### config.mk
export PLATFORM = sky130hd
export DESIGN_NAME = config_write_arbiter
export DESIGN_NICKNAME = d
export VERILOG_FILES = /design/src/rtl/config_write_arbiter.sv
export SDC_FILE = /design/constraint.sdc
export NUM_CORES = 1
export LEC_CHECK = 0
export ABC_AREA = 1
export CORE_ASPECT_RATIO = 2
export CORE_UTILIZATION = 45
export DETAILED_ROUTE_END_ITERATION = 10
export PLACE_DENSITY = 0.85
export SLEW_MARGIN = 20
export SYNTH_ARGS = -nofsm -noshare
export SYNTH_HDL_FRONTEND = slang
export SYNTH_SLANG_ARGS = --single-unit
### constraint.sdc
create_clock -name clk_system_i -period 2 [get_ports clk_system_i]
set_input_delay 0.4 -clock clk_system_i [delete_from_list [all_inputs] [get_ports clk_system_i]]
set_output_delay 0.4 -clock clk_system_i [all_outputs]
set_load 0.02 [all_outputs]
### src/rtl/config_write_arbiter.sv
// Arbitrates the eFPGA self-write config port between USB and JTAG, one owner per session.
// Latency: one cycle from an accepted input strobe to efpga_write_strobe_o/efpga_write_data_o.
// Backpressure: none; non-owner strobes are dropped and counted in a saturating counter.
module config_write_arbiter #(
    parameter int DATA_WIDTH       = 32,
    parameter int IDLE_TIMEOUT     = 1024,
    parameter int JTAG_PRIORITY    = 1,
    parameter int REJECT_CNT_WIDTH = 8
) (
    input  logic                        clk_system_i,
    input  logic                        reset_n_i,
    input  logic [DATA_WIDTH-1:0]       usb_data_i,
    input  logic                        usb_strobe_i,
    input  logic                        usb_boot_i,
    input  logic [DATA_WIDTH-1:0]       jtag_data_i,
    input  logic                        jtag_strobe_i,
    input  logic                        jtag_active_i,
    output logic [DATA_WIDTH-1:0]       efpga_write_data_o,
    output logic                        efpga_write_strobe_o,
    output logic                        efpga_reset_n_o,
    output logic [1:0]                  owner_o,
    output logic [REJECT_CNT_WIDTH-1:0] reject_count_o
);

    localparam int TW = $clog2(IDLE_TIMEOUT + 1);
    localparam logic [TW-1:0] TIMER_LAST = TW'(IDLE_TIMEOUT - 1);

    // Encoding doubles as the owner_o code.
    typedef enum logic [1:0] {
        S_IDLE = 2'b00,
        S_USB  = 2'b01,
        S_JTAG = 2'b10
    } state_t;

    state_t          state;
    state_t          state_nxt;
    logic [TW-1:0]   timer;
    logic [TW-1:0]   timer_nxt;
    logic            accept;
    logic            sel_jtag;
    logic            reject;
    logic            usb_req;
    logic            jtag_req;
    logic            own_strobe;
    logic            own_hold;
    logic            other_strobe;

    assign usb_req  = usb_strobe_i | usb_boot_i;
    assign jtag_req = jtag_strobe_i | jtag_active_i;

    // Owner-relative views of the inputs, only meaningful in an OWN state.
    assign own_strobe   = (state == S_JTAG) ? jtag_strobe_i : usb_strobe_i;
    assign own_hold     = (state == S_JTAG) ? jtag_active_i : usb_boot_i;
    assign other_strobe = (state == S_JTAG) ? usb_strobe_i  : jtag_strobe_i;

    // Next state, idle timer, write accept and reject decisions.
    always_comb begin
        state_nxt = state;
        timer_nxt = timer;
        accept    = 1'b0;
        sel_jtag  = 1'b0;
        reject    = 1'b0;
        case (state)
            S_IDLE: begin
                timer_nxt = '0;
                if (usb_req && jtag_req) begin
                    // Simultaneous start: loser's strobe this cycle is dropped.
                    if (JTAG_PRIORITY != 0) begin
                        state_nxt = S_JTAG;
                        sel_jtag  = 1'b1;
                        accept    = jtag_strobe_i;
                        reject    = usb_strobe_i;
                    end else begin
                        state_nxt = S_USB;
                        accept    = usb_strobe_i;
                        reject    = jtag_strobe_i;
                    end
                end else if (jtag_req) begin
                    state_nxt = S_JTAG;
                    sel_jtag  = 1'b1;
                    accept    = jtag_strobe_i;
                end else if (usb_req) begin
                    state_nxt = S_USB;
                    accept    = usb_strobe_i;
                end
            end
            S_USB, S_JTAG: begin
                sel_jtag = (state == S_JTAG);
                accept   = own_strobe;
                reject   = other_strobe;
                if (own_strobe || own_hold) begin
                    timer_nxt = '0;
                end else if (timer == TIMER_LAST) begin
                    // Other requester must wait for the next edge from IDLE.
                    state_nxt = S_IDLE;
                    timer_nxt = '0;
                end else begin
                    timer_nxt = timer + 1'b1;
                end
            end
            default: begin
                state_nxt = S_IDLE;
                timer_nxt = '0;
            end
        endcase
    end

    // State, timer and state-derived outputs; owner/reset track the state register exactly.
    always_ff @(posedge clk_system_i or negedge reset_n_i) begin
        if (!reset_n_i) begin
            state           <= S_IDLE;
            timer           <= '0;
            owner_o         <= 2'b00;
            efpga_reset_n_o <= 1'b1;
        end else begin
            state           <= state_nxt;
            timer           <= timer_nxt;
            owner_o         <= state_nxt;
            efpga_reset_n_o <= (state_nxt == S_IDLE);
        end
    end

    // Registered write path: data loads only on accepted strobes, strobe pulses once per accept.
    always_ff @(posedge clk_system_i or negedge reset_n_i) begin
        if (!reset_n_i) begin
            efpga_write_data_o   <= '0;
            efpga_write_strobe_o <= 1'b0;
        end else begin
            efpga_write_strobe_o <= accept;
            if (accept) begin
                efpga_write_data_o <= sel_jtag ? jtag_data_i : usb_data_i;
            end
        end
    end

    // Saturating count of dropped non-owner strobes; never wraps.
    always_ff @(posedge clk_system_i or negedge reset_n_i) begin
        if (!reset_n_i) begin
            reject_count_o <= '0;
        end else if (reject && (reject_count_o != {REJECT_CNT_WIDTH{1'b1}})) begin
            reject_count_o <= reject_count_o + 1'b1;
        end
    end

endmodule

### Word level (Yosys, flattened, before mapping)

Cells that the tools add are included.

* latch bits: 0
* input port bits: 70
* memories kept: 0
* bits in read-only memories: 0
* register bits after elaboration: 55
* RAM bits: 0

* $add $sub $neg: 2
* equal/unequal tests: 4
* shift-type cells: 0
* magnitude comparators: 0
* bitwise gates (word level): 2
* multiplexer cells: 22
* $mul: 0
* divide/modulo/power cells: 0
* reduce and logical (&&, ||, !) cells: 6

Operators with widths (count)
* two-way mux 11 bit: 3
* two-way mux 32 bit: 1
* adder 11 x 1 -> 11 bit (second input constant): 1
* == test 11 x 10 -> 1 bit (second input constant): 1
* two-way mux 2 bit: 5
* two-way mux 1 bit: 9
* adder 8 x 1 -> 8 bit (second input constant): 1
* != test 8 bit (second input constant): 1
* case mux 1 bit (2 select lines): 3
* logical NOT 2 bit: 2
* case mux 2 bit (2 select lines): 1
* == test 2 x 1 -> 1 bit (second input constant): 1
* == test 2 bit (second input constant): 1
* logical AND 1 bit: 2
* bitwise OR 1 bit: 2
* OR reduction 2 bit: 1
* logical OR 1 bit: 1

### Logic depth before layout (Yosys ltp)

* depth in word-level cells: 6
* depth in mapped cells: 10
* gate-level depth less buffers: 10

### Worst setup path after synthesis

OpenSTA, ideal clock, no wires.

* path kind: register -> register
* start point: register state[0]
* end point: register efpga_write_data_o[13]
* data arrival time: 1724 ps
* setup time: 118 ps
* cell stages (with the launch flop): 10
* path buffers: 2
* required time: 1882 ps
* slack: 158 ps
* cell sequence: dfrtp_1 > inv_1 > ha_1 > inv_2 > a21oi_1 > o21ai_1 > a21oi_2 > buf_6 > buf_4 > o21ai_2

* longest elaborated chain between the ends: 4
* elaborated cells on any way between the ends: 8
* classes of those cells: 2 x eq/ne; 4 x mux; 2 x reduce/logical

Ends and longest elaborated chain
* start: declaration: RTL line 35 `state_t state;`
* start signal: assignment: RTL line 116 `state <= state_nxt;`
* == test 2 bit / == test 2 x 1 -> 1 bit (equally long branches): RTL line 52, 63, 88
* OR reduction 2 bit: RTL line 63 `case (state)`
* case mux 1 bit (2 select lines): RTL line 63
* two-way mux 32 bit: RTL line 131 `efpga_write_data_o <= sel_jtag ? jtag_data_i : usb_data_i;`
* end signal: assignment: RTL line 131
* end: declaration: RTL line 18 `output logic [DATA_WIDTH-1:0] efpga_write_data_o,`

Several ways; a longest one is shown, not always the timed one.
A chain may end at the register's enable or synchronous reset.

### Final worst setup path

* start point: register state[1]
* end point: register efpga_write_data_o[2]

The elaborated chain is that of the path after synthesis.

==> flow_summary.yaml <==
run_status:
  outcome: "finished, final reports clean"
worst_setup_path:
  worstPathRequired_ns: 2.21
  path_cells: "inv_1 > ha_1 > inv_2 > a21oi_1 > o21ai_1 > a21oi_4 > buf_12 > buf_4 > nand3_1 > o21ai_0"
  worstSetupStartpointType: "register"
  critPathMaxStageDelay_ns: 0.41
  critPathTopFamily: "compound AO/OA/AOI/OAI gates"
  path_buf_inv: 4
  critPathCaptureType: "register"
  worstSetupPathType: "reg -> reg"
  critPathArrivalTime_ns: 2.07
  rrSetupSlack_ns: 0.14
  crit_slowest_cell: "dfrtp_2"
  cp_max_fo: 10
clock_network:
  numCtsBuffers: 5
  htree_num_levels: 2
  clockRootBuffer: "clkbuf_16"
  postCtsHoldBufs: 0
  cts.reportedPaths.clkPinSlew_ns: 0.07
  clock_latency_ns: 0.29
  cts_tree: "done"
  clockBufferDepth: 2
  cts.sinks: 55
detailed_routing:
  drtIter0Drc: 137
  drt-wirelength-per-cell_um: 13.3
  via_per_inst: 4.88
  first_pass_iters: 4
  wl_met3_um: 318
  drc: 0
  ant_nets: 0
  dr_wl_met2_mm: 4.45
  top_layer_used: "met4"
  drt-met1-wl_mm: 3.02
  wirelength_mm: 8.14
  num_vias: 2990
min_path:
  min_path_type: "in -> async"
job:
  maxCapViolations: 0
pwr:
  power_mw: 7.65
  ir_worst_vdd_v: 0.00104
  power.density_nw_per_um2: 1610
  leakage_nw: 2.30
yosys:
  postSynthCellCount: 397
  syn_area_um2: 3220
  yosysSeqAreaShare: 0.427
  synth.top_cells.by_area: "dfrtp_1, inv_1, nand2_1"
  syn_nets: 472
  ys_ff_latch: 55
  synth_area_leader_cell: "dfrtp_1"
  ys_warn_count: 0
  synth_cell_types: 33
  postSynthAreaPerCell_um2: 8.12
  synth.top_cell.area_share: 0.419
timing:
  rsz0062_at_grt: "false"
  tightest_slew_ns: 0.364
  final_max_slew_viol_count: 0
  min_period_ns: 1.86
  max-slew-margin-rel: 0.755
  hold_ws_ns: 0.0894
  setup_viol: 0
  max_freq_mhz: 539
  setup-tns-final_ns: 0
  clock_skew_ns: 0.00197
  hold_violations: 0
  fin_crit_sh: 0.928
placement:
  dp_hpwl_mm: 5.98
  port-buffer-count: 113
  routabilityCongestion: 0.832
global_route:
  track_usage: 0.215
  antenna_found_initial: 0
  grt_pass1_wl_mm: 12.1
  grt_pass1_vias: 2855
  grt_max_degree: 56
  overflow: 0
floorplanning:
  die_area_um2: 7530
  die_y_um: 122
  ios: 114
  rows: 43
  die_w_um: 61.8
  core_area_um2: 6940
  initial_utilization: 0.464
finish:
  nets: 597
  nFillCells: 536
  syn_to_final_growth_pct: 47.4
  drive_gt1_frac: 0.168
  diodes: 0
==> Yosys cell counts <==
library cell,count
inv_1,83
nand2_1,77
dfrtp_1,54
nand3_2,22
o21ai_2,20
nor2_1,18
nand3_1,17
or2_0,16
nand4_1,11
or2_2,10
o21ai_1,9
o21ai_0,8
or2_1,6
ha_1,5
a21oi_1,4
buf_6,4
clkbuf_1,4
xor2_1,4
nor3_1,3
xnor2_1,3
buf_2,2
buf_4,2
inv_2,2
nand2_2,2
nor3b_1,2
o21bai_1,2
a21oi_2,1
a31oi_1,1
buf_1,1
clkbuf_2,1
dfstp_2,1
nand4_2,1
o22ai_2,1
==> state kept, by name, indices dropped and copies added (netlist names) <==
| name | count |
|---|---|
| efpga_reset_n_o | 1 |
| state | 2 |
| efpga_write_data_o | 32 |
| efpga_write_strobe_o | 1 |
| timer | 11 |
| reject_count_o | 8 |
==> routing by layer <==
layer  up-vias  track usage
li1       1470            -
met1      1407        0.217
met2        89        0.399
met3        24       0.0308
met4         0        0.108
met5         -            0
==> kinds of logic (layout without fill, tap and decap cells) <==
kind of cell | count (synthesis) | in the layout | synth area share
XOR/XNOR | 7 | 7 | 0.0190
flip-flops | 55 | 55 | 0.427
adder cells (fa/ha/maj) | 5 | 5 | 0.0194
buffers and inverters | 99 | 225 | 0.128
AND/OR/NAND/NOR | 185 | 185 | 0.306
AO/OA/AOI/OAI | 46 | 46 | 0.100
==> layout make-up <==
class	count	area, µm²	area share
multi-input combinational	243	1440	0.303
clock inverter	1	5.00	0.00105
tap	90	113	0.0237
clock buffer	7	143	0.0300
inverter	85	319	0.0672
timing repair buffer	132	1350	0.285
sequential	55	1380	0.290
==> worst paths after layout <==
check	startpoint	to	depth (start not counted)
max	state[1]	efpga_write_data_o[2]	10
max in group asynchronous	reset_n_i	efpga_reset_n_o	2
min in group clk_system_i	timer[0]	timer[0]	1
min	reset_n_i	efpga_write_data_o[20]	2
max reg2reg	state[1]	efpga_write_data_o[2]	10
min reg2reg	timer[0]	timer[0]	1
==> report_power, final <==
group / switching (mW) / total [mW] / internal (mW)
clock: 0.386 / 0.884 / 0.498
combinational: 2.66 / 4.90 / 2.24
sequential: 0.281 / 1.87 / 1.59
==> cells in the final DEF, fill, tap and decap left out, types with 2 or more instances in the layout <==
cell,synthesis,layout
a21oi_1,4,4
buf_12,0,5
buf_4,2,12
clkbuf_16,0,6
clkdlybuf4s50_1,0,112
dfrtp_1,54,53
ha_1,5,5
inv_1,83,83
inv_2,2,2
nand2_1,77,77
nand2_2,2,2
nand3_1,17,17
nand3_2,22,22
nand4_1,11,11
nor2_1,18,18
nor3_1,3,3
nor3b_1,2,2
o21ai_0,8,8
o21ai_1,9,9
o21ai_2,20,20
o21bai_1,2,2
or2_0,16,16
or2_1,6,6
or2_2,10,10
xnor2_1,3,3
xor2_1,4,4
==> through the flow <==
stage	cells	utilization	area, µm²	worst slack [ns]
finish	613	0.685	4750	0.145
global route	613	0.685	4750	0.00133
CTS	611	0.677	4700	0.0978
detailed placement	603	0.656	4550	-0.0972
global placement	603	0.656	4550	-0.0267
floorplan	397	-	3220	0.158
==> repair_timing <==
| item | in CTS | in global routing |
|---|---|---|
| resized for setup | 0 | 2 |
| setup endpoints to repair | 0 | 17 |
| buffers inserted | 0 | 1 |
| endpoints found under the hold margin | 0 | 0 |
(Power assumes the default switching activity.)
==> RTL change 1 (same settings) <==
The parameter `IDLE_TIMEOUT` goes from 1024 to 2048.
--- a/src/rtl/config_write_arbiter.sv
+++ b/src/rtl/config_write_arbiter.sv
@@ -5,3 +5,3 @@
     parameter int DATA_WIDTH       = 32,
-    parameter int IDLE_TIMEOUT     = 1024,
+    parameter int IDLE_TIMEOUT     = 2048,
     parameter int JTAG_PRIORITY    = 1,
Check against the original RTL: same outputs for any inputs over 10 cycles, from zero or initial values and one cycle with reset_n_i low; that may be too few to reach the edited logic, so the function may still have changed.
==> RTL change 1 against the unedited design <==
Sequential cell count grew 1. Synthesized area fell by 1.8%. Final area down 3.9%. First-iteration DRC count shrank 25%. Highest routed layer unchanged. Power is 7.9% lower. Largest power group unchanged. Cell count unchanged. Wire length fell by 7.8%. Fmax rose by 1.6%. Combinational power shrank 12%. Setup slack better by 0.030 ns. Sequential share of layout area grew 1.7 points.
==> RTL change 1: results (changes against the unedited design) <==
Status - completed (unchanged)
Vias in the first global route - 2791 (was 2855)
GRT Overall Usage - 0.222 (was 0.215)
Pint - 0.00394 W (was 0.00433 W)
Port Buffers - 113 (unchanged)
Slew headroom - 0.695 (was 0.755)
Clk slew on worst S/H paths - 0.07 ns (about the same)
Placer Congestion - 0.853 (was 0.832)
Clock Tree Root - clkbuf_16 (unchanged)
Busiest grt layer - met2 (unchanged)
Commonest cells post-synth - nand2_1 (115), inv_1 (86), dfrtp_1 (55) (was inv_1 (83), nand2_1 (77), dfrtp_1 (54))
Critical Path AT - 2.04 ns (was 2.07 ns)
Initial antenna violation count - 0 (unchanged)
Number of synthesized flops with an enable pin - 0 (unchanged)
Post-Route Skew - 0.00160 ns (was 0.00197 ns)
GR Util met3 - 0.0310 (was 0.0308)
Drt initial violations - 103 (was 137)
Met1 Usage GRT - 0.236 (was 0.217)
Lkg Pwr - 2.17 nW (was 2.30 nW)
CP max stage cell - dfrtp_1 (was dfrtp_2)
Post-Syn Nets - 485 (was 472)
Worst slack at placement - 0.0476 ns (was -0.0972 ns)
Total length of routed wires - 7.51 mm (was 8.14 mm)
Met2 GRT Util - 0.416 (was 0.399)
Avg WL per Cell - 12.2 um (was 13.3 um)
Clk pwr share - 0.129 (was 0.116)
Top flop regs - efpga_write_data_o: 32 flops, timer: 12 flops, reject_count_o: 8 flops (was efpga_write_data_o: 32 flops, timer: 11 flops, reject_count_o: 8 flops)
Placed cell area - 4410 um2 (was 4550 um2)
Cells after DPL - 605 (was 603)
Area contributors post-synth - dfrtp_1 (43%), nand2_1 (14%), inv_1 (10%) (was dfrtp_1 (42%), inv_1 (9.7%), nand2_1 (9.0%))
Seq/Total Area, Yosys - 0.443 (was 0.427)
CP endpoint - efpga_write_data_o[3] (was efpga_write_data_o[2])
Vias/cell - 4.65 (was 4.88)
Hpwl dp - 5.90 mm (was 5.98 mm)
Setup ws final - 0.175 ns (was 0.145 ns)
Fillers - 562 (was 536)
Power Combinational - 0.00429 W (was 0.00490 W)
Hold WS - 0.0479 ns (was 0.0894 ns)
Critical path's largest stage delay - 0.43 ns (was 0.41 ns)
Comb pwr share - 0.609 (was 0.640)
Peak VDD IR - 1250 uV (was 1040 uV)
First-pass GRT wire length - 12.3 mm (was 12.1 mm)
Largest net degree at the start of global routing - 44 (was 56)
Final nets - 599 (was 597)
Layout cells sized above 1 - 0.112 (was 0.168)
Critical Path Start - state[0] (was state[1])
Mapped Cells - 410 (was 397)
Drt pass-1 iters - 6 (was 4)
Unique masters post-synth - 27 (was 33)
P&R area growth vs syn - 44.2% (was 47.4%)
Synth warn - 0 (unchanged)
Crit-path max FO - 43 (was 10)
RTL change 1: cell types whose count changed after synthesis, sizes merged, moves of 4 or more:
cell    change
nor2        +6
o21ai      +34
clkbuf      -5
inv         +4
buf         +4
nand2      +37
or2        -32
nand3      -27
nand4      -10
RTL change 1: per-layer routing:
| layer | routed length, um | vias up |
|---|---|---|
| li1 | - | 1475 |
| met1 | 2770 | 1292 |
| met2 | 4280 | 70 |
| met3 | 283 | 13 |
| met4 | 170 | 0 |
| met5 | 0 | - |
RTL change 1: logic make-up (layout without fill, tap and decap cells):
group           after synthesis  count (layout)  synth area share
compound gates               79              79             0.161
fa+ha+maj                     5               5            0.0198
xor+xnor                      8               8            0.0221
buf+inv                     102             217             0.141
flops                        56              56             0.443
simple gates                160             160             0.212
RTL change 1: cell type report:
cell class	count	share of cell area
Sequential cell	56	0.307
Multi-Input combinational cell	252	0.290
Timing Repair Buffer	120	0.272
Inverter	89	0.0732
Clock buffer	6	0.0304
Tap cell	88	0.0241
Clock inverter	2	0.00329
==> RTL change 2 (same settings) <==
Without the edit above. Add an input register stage for `usb_data_i`, `usb_strobe_i`, `usb_boot_i`, `jtag_data_i`, `jtag_strobe_i` and `jtag_active_i`, cleared by the reset; this delays them by one clock.
--- a/src/rtl/config_write_arbiter.sv
+++ b/src/rtl/config_write_arbiter.sv
@@ -34,2 +34,27 @@
 
+    logic [DATA_WIDTH-1:0] usb_data_q;
+    logic usb_strobe_q;
+    logic usb_boot_q;
+    logic [DATA_WIDTH-1:0] jtag_data_q;
+    logic jtag_strobe_q;
+    logic jtag_active_q;
+
+    always_ff @(posedge clk_system_i or negedge reset_n_i) begin
+        if (!reset_n_i) begin
+            usb_data_q    <= '0;
+            usb_strobe_q  <= '0;
+            usb_boot_q    <= '0;
+            jtag_data_q   <= '0;
+            jtag_strobe_q <= '0;
+            jtag_active_q <= '0;
+        end else begin
+            usb_data_q    <= usb_data_i;
+            usb_strobe_q  <= usb_strobe_i;
+            usb_boot_q    <= usb_boot_i;
+            jtag_data_q   <= jtag_data_i;
+            jtag_strobe_q <= jtag_strobe_i;
+            jtag_active_q <= jtag_active_i;
+        end
+    end
+
     state_t          state;
@@ -47,9 +72,9 @@
 
-    assign usb_req  = usb_strobe_i | usb_boot_i;
-    assign jtag_req = jtag_strobe_i | jtag_active_i;
+    assign usb_req  = usb_strobe_q | usb_boot_q;
+    assign jtag_req = jtag_strobe_q | jtag_active_q;
 
     // Owner-relative views of the inputs, only meaningful in an OWN state.
-    assign own_strobe   = (state == S_JTAG) ? jtag_strobe_i : usb_strobe_i;
-    assign own_hold     = (state == S_JTAG) ? jtag_active_i : usb_boot_i;
-    assign other_strobe = (state == S_JTAG) ? usb_strobe_i  : jtag_strobe_i;
+    assign own_strobe   = (state == S_JTAG) ? jtag_strobe_q : usb_strobe_q;
+    assign own_hold     = (state == S_JTAG) ? jtag_active_q : usb_boot_q;
+    assign other_strobe = (state == S_JTAG) ? usb_strobe_q  : jtag_strobe_q;
 
@@ -70,8 +95,8 @@
                         sel_jtag  = 1'b1;
-                        accept    = jtag_strobe_i;
-                        reject    = usb_strobe_i;
+                        accept    = jtag_strobe_q;
+                        reject    = usb_strobe_q;
                     end else begin
                         state_nxt = S_USB;
-                        accept    = usb_strobe_i;
-                        reject    = jtag_strobe_i;
+                        accept    = usb_strobe_q;
+                        reject    = jtag_strobe_q;
                     end
@@ -80,6 +105,6 @@
                     sel_jtag  = 1'b1;
-                    accept    = jtag_strobe_i;
+                    accept    = jtag_strobe_q;
                 end else if (usb_req) begin
                     state_nxt = S_USB;
-                    accept    = usb_strobe_i;
+                    accept    = usb_strobe_q;
                 end
@@ -130,3 +155,3 @@
             if (accept) begin
-                efpga_write_data_o <= sel_jtag ? jtag_data_i : usb_data_i;
+                efpga_write_data_o <= sel_jtag ? jtag_data_q : usb_data_q;
             end
Formal check against the unedited RTL: not equivalent (a bounded check fails within 4 cycles, from zero or initial values and one cycle with reset_n_i low).
==> RTL change 2 against the unedited design <==
Synthesized cell count increased by 18%. Clock skew grew 0.0064 ns. Synthesized area is 49% higher. Power rose by 47%. Sequential cell count is 68 higher. Clock power rose to 3.7 times the old value. Setup slack worse by 0.064 ns. Wire length rose by 37%. Final area rose by 44%. Die area is 48% higher. Via count up 19%.
==> RTL change 2: results (changes against the unedited design) <==
Status - completed (unchanged)
Lkg Pwr - 3.25 nW (was 2.30 nW)
Layout cells sized above 1 - 0.114 (was 0.168)
Commonest cells post-synth - dfrtp_1 (122), inv_1 (84), nand2_1 (77) (was inv_1 (83), nand2_1 (77), dfrtp_1 (54))
Seq/Total Area, Yosys - 0.640 (was 0.427)
Adder and majority cell fraction of the synthesized area - 0.0130 (was 0.0194)
FF-to-FF setup slack - 0.08 ns (was 0.14 ns)
Post-Synth XOR/XNOR Area - 0.0127 (was 0.0190)
Starting density of the core - 0.459 (was 0.464)
Cells after DPL - 712 (was 603)
Fillers - 818 (was 536)
Hold WS - 0.416 ns (was 0.0894 ns)
Unique masters post-synth - 36 (was 33)
Worst hold path type - input port to register (was input port to async pin)
Area contributors post-synth - dfrtp_1 (63%), inv_1 (6.6%), nand2_1 (6.0%) (was dfrtp_1 (42%), inv_1 (9.7%), nand2_1 (9.0%))
Non-Filler Instances - 752 (was 613)
Placer Congestion - 0.781 (was 0.832)
Hpwl dp - 7.33 mm (was 5.98 mm)
Worst slack at placement - 0.0525 ns (was -0.0972 ns)
Reg-to-reg endpoint - efpga_write_data_o[0] (was efpga_write_data_o[2])
Avg WL per Cell - 14.9 um (was 13.3 um)
Critical path's largest stage delay - 0.59 ns (was 0.41 ns)
Later-pin clock latency in the skew report - 0.42 ns (was 0.29 ns)
Slew headroom - 0.698 (was 0.755)
Sw Pwr - 0.00404 W (was 0.00332 W)
Final nets - 677 (was 597)
H-tree levels - 4 (was 2)
Top flop regs - efpga_write_data_o: 32 flops, jtag_data_q: 32 flops, usb_data_q: 32 flops (was efpga_write_data_o: 32 flops, timer: 11 flops, reject_count_o: 8 flops)
-- RTL change 2: changes by cell type in the layout (fill, tap and decap cells not counted), sizes merged, moves of 2 or more --
| cell | change |
|---|---|
| nand2 | +2 |
| clkbuf | +13 |
| nor2 | -2 |
| dfrtp | +68 |
| bufinv | +4 |
| buf | -8 |
| a21oi | +4 |
| o21ai | +2 |
| clkinvlp | +3 |
| clkinv | +5 |
| nand4 | -7 |
| inv | +3 |
| nand3 | +2 |
-- RTL change 2: cell type report --
class | count | area, um2 | share of cell area
tap | 137 | 171 | 0.0250
clock inverter | 13 | 191 | 0.0279
inverter | 88 | 330 | 0.0481
multi-input combinational | 246 | 1320 | 0.192
sequential | 123 | 3080 | 0.449
clock buffer | 19 | 443 | 0.0645
timing repair buffer | 126 | 1330 | 0.194
-- RTL change 2: timing repair --
| item | in CTS | in global routing |
|---|---|---|
| buffers inserted | 0 | 4 |
| resized for setup | 0 | 4 |
| setup endpoints to repair | 0 | 40 |
| endpoints found under the hold margin | 25 | 0 |
| hold buffers | 1 | 0 |
-- RTL change 2: per-layer routing --
| metal | GRT usage | share of wire | vias up |
|---|---|---|---|
| met5 | 0 | 0 | - |
| met4 | 0.0896 | 0.025 | 0 |
| li1 | - | - | 1709 |
| met1 | 0.211 | 0.35 | 1716 |
| met2 | 0.366 | 0.58 | 108 |
| met3 | 0.0732 | 0.046 | 23 |
-- RTL change 2: worst max-delay path by stage --
stage / cells after the start / to / slack [ns]
3_5_place_dp: 9 / efpga_write_data_o[9] / 0.05
3_3_place_gp: 9 / efpga_write_data_o[26] / 0.17
2_1_floorplan: 9 / efpga_write_data_o[12] / 0.19
4_1_cts: 9 / efpga_write_data_o[9] / 0.005
6_report: 1 / efpga_reset_n_o / 0.08
5_1_grt: 9 / efpga_write_data_o[9] / -0.01
